<file path="src/rtl/mem_access_unit_if.sv">
// Bundle of the request, RAM and response signals of the MEM-stage access unit.
// The master modport is the access unit; the slave modport is pipeline/RAM side.
interface mem_access_unit_if #(
    parameter int ADDR_W = 32
);
    logic              req_valid;
    logic              req_ready;
    logic              req_load;
    logic [1:0]        req_size;
    logic              req_signed;
    logic [ADDR_W-1:0] req_addr;
    logic [31:0]       req_wdata;
    logic [3:0]        req_rd;

    logic              mem_enable;
    logic              mem_rw;
    logic [ADDR_W-1:0] mem_addr;
    logic [31:0]       mem_wdata;
    logic [1:0]        mem_size;
    logic [31:0]       mem_rdata;

    logic              resp_valid;
    logic              resp_ready;
    logic [31:0]       resp_data;
    logic [3:0]        resp_rd;
    logic              resp_is_load;
    logic              resp_fault;
    logic              busy;

    modport master (
        input  req_valid, req_load, req_size, req_signed, req_addr, req_wdata, req_rd,
        output req_ready,
        output mem_enable, mem_rw, mem_addr, mem_wdata, mem_size,
        input  mem_rdata,
        output resp_valid, resp_data, resp_rd, resp_is_load, resp_fault,
        input  resp_ready,
        output busy
    );

    modport slave (
        output req_valid, req_load, req_size, req_signed, req_addr, req_wdata, req_rd,
        input  req_ready,
        input  mem_enable, mem_rw, mem_addr, mem_wdata, mem_size,
        output mem_rdata,
        input  resp_valid, resp_data, resp_rd, resp_is_load, resp_fault,
        output resp_ready,
        input  busy
    );
endinterface

</file>
<file path="src/rtl/mem_access_unit.sv">
// MEM-stage load/store sequencer for a big-endian byte-addressed RAM that acts on
// Enable transitions: setup cycle, timed Enable pulse, then load extraction.
module mem_access_unit #(
    parameter int MEM_LATENCY = 1,
    parameter int ADDR_W      = 32
) (
    input logic              clk,
    input logic              rst_n,
    mem_access_unit_if.master bus
);
    localparam int LAT   = (MEM_LATENCY < 1) ? 1 : MEM_LATENCY;
    localparam int CNT_W = $clog2(LAT + 1);

    typedef enum logic [1:0] {IDLE, SETUP, ACCESS, DONE} state_t;

    state_t            state;
    logic [CNT_W-1:0]  cnt;
    logic              signed_q;
    logic [ADDR_W-1:0] addr_q;
    logic              fault_req;
    logic [31:0]       load_ext;

    assign bus.req_ready = (state == IDLE);
    assign bus.busy      = (state != IDLE);
    assign bus.mem_addr  = addr_q;

    always_comb begin
        fault_req = 1'b0;
        case (bus.req_size)
            2'b01:   fault_req = bus.req_addr[0];
            2'b10:   fault_req = |bus.req_addr[1:0];
            2'b11:   fault_req = 1'b1;
            default: fault_req = 1'b0;
        endcase
    end

    // RAM returns data right-justified, so extraction only looks at the low bits.
    always_comb begin
        load_ext = bus.mem_rdata;
        case (bus.mem_size)
            2'b00:   load_ext = signed_q ? {{24{bus.mem_rdata[7]}}, bus.mem_rdata[7:0]}
                                         : {24'h0, bus.mem_rdata[7:0]};
            2'b01:   load_ext = signed_q ? {{16{bus.mem_rdata[15]}}, bus.mem_rdata[15:0]}
                                         : {16'h0, bus.mem_rdata[15:0]};
            default: load_ext = bus.mem_rdata;
        endcase
    end

    always_ff @(posedge clk or negedge rst_n) begin
        if (!rst_n) begin
            state            <= IDLE;
            cnt              <= '0;
            signed_q         <= 1'b0;
            addr_q           <= '0;
            bus.mem_enable   <= 1'b0;
            bus.mem_rw       <= 1'b0;
            bus.mem_wdata    <= 32'h0;
            bus.mem_size     <= 2'b10;
            bus.resp_valid   <= 1'b0;
            bus.resp_data    <= 32'h0;
            bus.resp_rd      <= 4'h0;
            bus.resp_is_load <= 1'b0;
            bus.resp_fault   <= 1'b0;
        end else begin
            case (state)
                IDLE: begin
                    if (bus.req_valid) begin
                        signed_q         <= bus.req_signed;
                        bus.resp_rd      <= bus.req_rd;
                        bus.resp_is_load <= bus.req_load;
                        bus.resp_data    <= 32'h0;
                        if (fault_req) begin
                            bus.resp_fault <= 1'b1;
                            bus.resp_valid <= 1'b1;
                            state          <= DONE;
                        end else begin
                            bus.resp_fault <= 1'b0;
                            addr_q         <= bus.req_addr;
                            bus.mem_rw     <= ~bus.req_load;
                            bus.mem_size   <= bus.req_size;
                            bus.mem_wdata  <= bus.req_wdata;
                            state          <= SETUP;
                        end
                    end
                end
                SETUP: begin
                    bus.mem_enable <= 1'b1;
                    cnt            <= CNT_W'(LAT - 1);
                    state          <= ACCESS;
                end
                ACCESS: begin
                    if (cnt == '0) begin
                        bus.mem_enable <= 1'b0;
                        bus.resp_valid <= 1'b1;
                        bus.resp_data  <= bus.resp_is_load ? load_ext : 32'h0;
                        state          <= DONE;
                    end else begin
                        cnt <= cnt - 1'b1;
                    end
                end
                DONE: begin
                    if (bus.resp_ready) begin
                        bus.resp_valid <= 1'b0;
                        state          <= IDLE;
                    end
                end
                default: state <= IDLE;
            endcase
        end
    end
endmodule

</file>
<file path="src/flat_wrapper.sv">
// flat-port wrapper written by rule: the top's interface ports become plain ports
module mem_access_unit_flat 
#(
    parameter int MEM_LATENCY = 1,
    parameter int ADDR_W      = 32
)
  (clk, rst_n, bus_req_valid, bus_req_load, bus_req_size, bus_req_signed, bus_req_addr, bus_req_wdata, bus_req_rd, bus_req_ready, bus_mem_enable, bus_mem_rw, bus_mem_addr, bus_mem_wdata, bus_mem_size, bus_mem_rdata, bus_resp_valid, bus_resp_data, bus_resp_rd, bus_resp_is_load, bus_resp_fault, bus_resp_ready, bus_busy);
  mem_access_unit_if #(.ADDR_W(ADDR_W)) bus_i ();
  input logic clk;
  input logic rst_n;
  input wire logic [$bits(bus_i.req_valid)-1:0] bus_req_valid;
  input wire logic [$bits(bus_i.req_load)-1:0] bus_req_load;
  input wire logic [$bits(bus_i.req_size)-1:0] bus_req_size;
  input wire logic [$bits(bus_i.req_signed)-1:0] bus_req_signed;
  input wire logic [$bits(bus_i.req_addr)-1:0] bus_req_addr;
  input wire logic [$bits(bus_i.req_wdata)-1:0] bus_req_wdata;
  input wire logic [$bits(bus_i.req_rd)-1:0] bus_req_rd;
  output wire logic [$bits(bus_i.req_ready)-1:0] bus_req_ready;
  output wire logic [$bits(bus_i.mem_enable)-1:0] bus_mem_enable;
  output wire logic [$bits(bus_i.mem_rw)-1:0] bus_mem_rw;
  output wire logic [$bits(bus_i.mem_addr)-1:0] bus_mem_addr;
  output wire logic [$bits(bus_i.mem_wdata)-1:0] bus_mem_wdata;
  output wire logic [$bits(bus_i.mem_size)-1:0] bus_mem_size;
  input wire logic [$bits(bus_i.mem_rdata)-1:0] bus_mem_rdata;
  output wire logic [$bits(bus_i.resp_valid)-1:0] bus_resp_valid;
  output wire logic [$bits(bus_i.resp_data)-1:0] bus_resp_data;
  output wire logic [$bits(bus_i.resp_rd)-1:0] bus_resp_rd;
  output wire logic [$bits(bus_i.resp_is_load)-1:0] bus_resp_is_load;
  output wire logic [$bits(bus_i.resp_fault)-1:0] bus_resp_fault;
  input wire logic [$bits(bus_i.resp_ready)-1:0] bus_resp_ready;
  output wire logic [$bits(bus_i.busy)-1:0] bus_busy;
  assign bus_i.req_valid = bus_req_valid;
  assign bus_i.req_load = bus_req_load;
  assign bus_i.req_size = bus_req_size;
  assign bus_i.req_signed = bus_req_signed;
  assign bus_i.req_addr = bus_req_addr;
  assign bus_i.req_wdata = bus_req_wdata;
  assign bus_i.req_rd = bus_req_rd;
  assign bus_req_ready = bus_i.req_ready;
  assign bus_mem_enable = bus_i.mem_enable;
  assign bus_mem_rw = bus_i.mem_rw;
  assign bus_mem_addr = bus_i.mem_addr;
  assign bus_mem_wdata = bus_i.mem_wdata;
  assign bus_mem_size = bus_i.mem_size;
  assign bus_i.mem_rdata = bus_mem_rdata;
  assign bus_resp_valid = bus_i.resp_valid;
  assign bus_resp_data = bus_i.resp_data;
  assign bus_resp_rd = bus_i.resp_rd;
  assign bus_resp_is_load = bus_i.resp_is_load;
  assign bus_resp_fault = bus_i.resp_fault;
  assign bus_i.resp_ready = bus_resp_ready;
  assign bus_busy = bus_i.busy;
  mem_access_unit #(.MEM_LATENCY(MEM_LATENCY), .ADDR_W(ADDR_W)) u_core (.clk(clk), .rst_n(rst_n), .bus(bus_i));
endmodule
</file>
<file path="config.mk">
export PLATFORM = sky130hd
export DESIGN_NAME = mem_access_unit_flat
export DESIGN_NICKNAME = d
export VERILOG_FILES = /design/src/rtl/mem_access_unit_if.sv /design/src/rtl/mem_access_unit.sv /design/src/flat_wrapper.sv
export SDC_FILE = /design/constraint.sdc
export NUM_CORES = 1
export LEC_CHECK = 0
export ABC_AREA = 1
export BUFFER_PORTS_ARGS = -buffer_cell sky130_fd_sc_hd__buf_2
export CAP_MARGIN = 20
export CORE_MARGIN = 3
export CORE_UTILIZATION = 42
export DETAILED_ROUTE_END_ITERATION = 8
export PLACE_DENSITY = 0.76
export REMOVE_ABC_BUFFERS = 1
export SETUP_SLACK_MARGIN = 0.1
export SLEW_MARGIN = 20
export SYNTH_ARGS = -nofsm -noshare
export SYNTH_HDL_FRONTEND = slang
export SYNTH_SLANG_ARGS = --single-unit
</file>
<file path="constraint.sdc">
create_clock -name clk -period 1.4 [get_ports clk]
set_input_delay 0.07 -clock clk [delete_from_list [all_inputs] [get_ports clk]]
set_output_delay 0.07 -clock clk [all_outputs]
set_load 0.01 [all_outputs]
</file>
==> results.md <==
* Worst Path Class, Setup: reg -> reg
* Largest net degree at the start of global routing at 53
* Clock Path Buffers at 2
* Worst vdd ir at roughly 0.0012 V
* Synth unique cells at 19
* CTS tree: done
* Die Area at 12,160 um^2
* Worst-path maximum fanout at 8
* Setup crit end kind: flip-flop
* Worst-margin pin slew at 0.4102 ns
* Total grt overflow at 0
* Clock-pin slew on the worst setup and hold paths at around 0.11 ns
* Clk root buf: clkbuf_8
* Num CTS Buffers at 9
* Worst r2r dst: u_core.bus.resp_data[1]
* Nets@finish at 972
* Vias in the first global route at about 5,000
* Layout cell share with drive strength beyond 1 at 0.4479
* # rows at 37
* WL/cell at 16.99 um
* Hold wc startpoint: bus_mem_rdata[22]
* Via density at 5.057
* Min-Delay Path Class: in -> reg
* Initial core utilization at 0.4364
* R2R Path Start: u_core.state[1]
* Min-Delay Endpoint: u_core.bus.resp_data[22]
* Die Y at 110.3 um
* Worst rel slew slack at 0.7262
* Synth Cell Area at 4566 um^2
* Final core occ at 0.7377
* I/O Buffers at 216
* Max Slew Vio Count at 0
* Total GRT Usage at 0.2567
* Skew-Pair Late Insertion Delay at 0.36 ns
* Area grow syn2layout at 69.06%
* Initial DRC count at between 400 and 500
* RSZ-0062 raised after global routing: true
* Min-Delay Path Depth at 4
* Hpwl dp at 8.984 mm
* Setup TNS at -0.3847 ns
* Final setup viols at 24
* CTS sink count at 110
* Cells after Synth at ~530
* CP startpoint kind: flip-flop
* Max Cap Violations at 0
* Post-synthesis sequential area ratio at 0.6032
* Core ar. at between 10,000 and 15,000 um^2
* Die width at 110.3 um
* Mapped Avg Cell Area at 8.550 um^2
* Final Routed Wirelength at 16.99 mm
* Via Count at 5,057
* DRT Pass-1 Iters at 5
* Global-route wire length before repair at 24.09 mm
* Synth warn at 0
* DRC at 0
* Count of non-filler cells in the finished layout at 1,000
* Worst Reg-to-Reg Cells at 8
* Fin crit share at 1.031
* Ports at 217
* Status: complete, but fails checks
* Min Tclk post-route at 1.443 ns
* Final Hold Fails at 0
* Pleak at 4.404 nW
* Placer Congestion at just over 0.8
* Ant. Diodes at 0
* Failing checks: setup timing
* Initial antenna violation count at 0
* DRT antenna net count at 0
* Skew final at 0.01563 ns
* Fmax at 692.8 MHz
* Yosys reg bits at 110
* Arr. time, crit path at 1.70 ns
* Placed Instances at 883
* CP required at between 1.5 and 2 ns
* Worst setup margin at -0.04332 ns
* PwrDens at 1956 nW/um^2
* R2r setup slk at -0.04 ns
* H-tree levels at 3
## report_power, final
| group | switching, mW | internal (mW) | total (mW) |
|---|---|---|---|
| combinational | 4.17 | 3.46 | 7.62 |
| clock | 1.09 | 0.943 | 2.04 |
| sequential | 0.877 | 4.56 | 5.43 |
| total | 6.14 | 8.96 | 15.1 |
## final cells by class
cell class / instances / area (um^2)
Clock buffer: 11 / 151.4
Clock inverter: 5 / 65.06
Fill cell: 674 / 2744
Inverter: 15 / 82.58
Multi-Input combinational cell: 384 / 1918
Sequential cell: 110 / 2754
Tap cell: 136 / 170.2
Timing Repair Buffer: 339 / 2577
## sequential cells by signal, summed over array words and instances, names as in the netlist
| name | cells |
|---|---|
| u_core.bus.mem_addr | 32 |
| u_core.bus.mem_enable | 1 |
| u_core.bus.mem_rw | 1 |
| u_core.bus.mem_size | 2 |
| u_core.bus.mem_wdata | 32 |
| u_core.bus.resp_data | 32 |
| u_core.bus.resp_fault | 1 |
| u_core.bus.resp_is_load | 1 |
| u_core.bus.resp_rd | 4 |
| u_core.bus.resp_valid | 1 |
| u_core.signed_q | 1 |
| u_core.state | 2 |
## cells in the final DEF (no fill, tap or decap), types with 2 or more instances in the layout
cell type,count
clkbuf_8,11
buf_6,8
buf_4,14
buf_16,6
buf_8,2
ha_2,2
dfrtp_1,109
nand2_2,64
or2_2,16
clkinv_4,4
buf_2,214
o21ai_2,2
clkbuf_16,5
inv_1,8
buf_12,9
inv_2,3
inv_4,2
o21ai_0,11
nor2_1,6
ha_4,3
nand3_1,20
dlygate4sd3_1,81
nand2_1,240
nand2_4,14
## kinds of logic (layout without fill, tap and decap cells)
kind of cell             count (synthesis)  in the layout  synth area share
AND/OR/NAND/NOR                        364            364            0.3179
buffers and inverters                   40            370           0.04878
flip-flops                             110            110            0.6032
adder cells (fa/ha/maj)                  5              5           0.01370
AO/OA/AOI/OAI                           15             15           0.01644
## critical path, stage by stage (launching register included)
cell and delay, ns:
dfrtp_1 0.42, inv_2 0.09, ha_4 0.18, nand2_2 0.06, and3_4 0.17, buf_12 0.14, buf_16 0.15, nand2_4 0.06
nand2_2 0.05
## timing repair
item	4_1_cts	5_1_grt
hold buffers	81	0
endpoints found under the hold margin	191	0
pin swaps	53	11
endpoints found under the setup margin	105	106
resized for setup	97	46
buffers inserted	3	6
gates cloned	5	6
## worst max-delay path by stage
stage	cells past startpoint	from	end	slack [ns]
after CTS	5	u_core.state[1]	bus_busy	-0.03
final	8	u_core.state[1]	u_core.bus.resp_data[1]	-0.04
after detailed placement	7	u_core.state[0]	u_core.bus.resp_data[28]	-0.08
after floorplan	8	u_core.state[0]	u_core.bus.mem_addr[0]	-0.75
after global placement	7	u_core.state[0]	u_core.bus.resp_data[28]	-0.02
after global routing	9	u_core.state[1]	u_core.bus.resp_data[27]	-0.08
## synth_stat cells
| master | number | area, um^2 |
|---|---|---|
| nand2_1 | 316 | 1186 |
| dfrtp_1 | 109 | 2728 |
| nand3_1 | 20 | 100.1 |
| or2_2 | 16 | 100.1 |
| o21ai_0 | 14 | 70.07 |
| inv_1 | 13 | 48.80 |
| buf_2 | 12 | 60.06 |
| nor2_1 | 8 | 30.03 |
| buf_6 | 6 | 67.56 |
| clkbuf_1 | 5 | 18.77 |
| ha_1 | 5 | 62.56 |
| buf_4 | 2 | 15.01 |
| nand2_4 | 2 | 22.52 |
| a21oi_1 | 1 | 5.000 |
| and3_1 | 1 | 6.260 |
| clkinv_4 | 1 | 8.760 |
| dfstp_2 | 1 | 26.28 |
| inv_2 | 1 | 3.750 |
| nand2_2 | 1 | 6.260 |
## layer usage
layer	track usage	part of all wire	vias to the layer above
met5	0	0	-
met2	0.4567	0.50	307
met1	0.2937	0.37	2401
met4	0.09587	0.042	0
li1	-	-	2276
met3	0.07164	0.094	73
## stage by stage
stage / setup slack [ns] / power [mW] / cell area [um^2] / hold WS, ns
after global placement: -0.01753 / 10.81 / 5911 / -0.08915
after floorplan: -0.7486 / 8.135 / 4404 / -0.2256
after global routing: -0.07830 / 16.02 / 7719 / 0.04105
final: -0.04332 / 15.10 / 7719 / 0.04734
after CTS: -0.02712 / 13.98 / 7378 / 0.01702
after detailed placement: -0.07942 / 10.97 / 5911 / -0.08658
(Power assumes the default switching activity.)
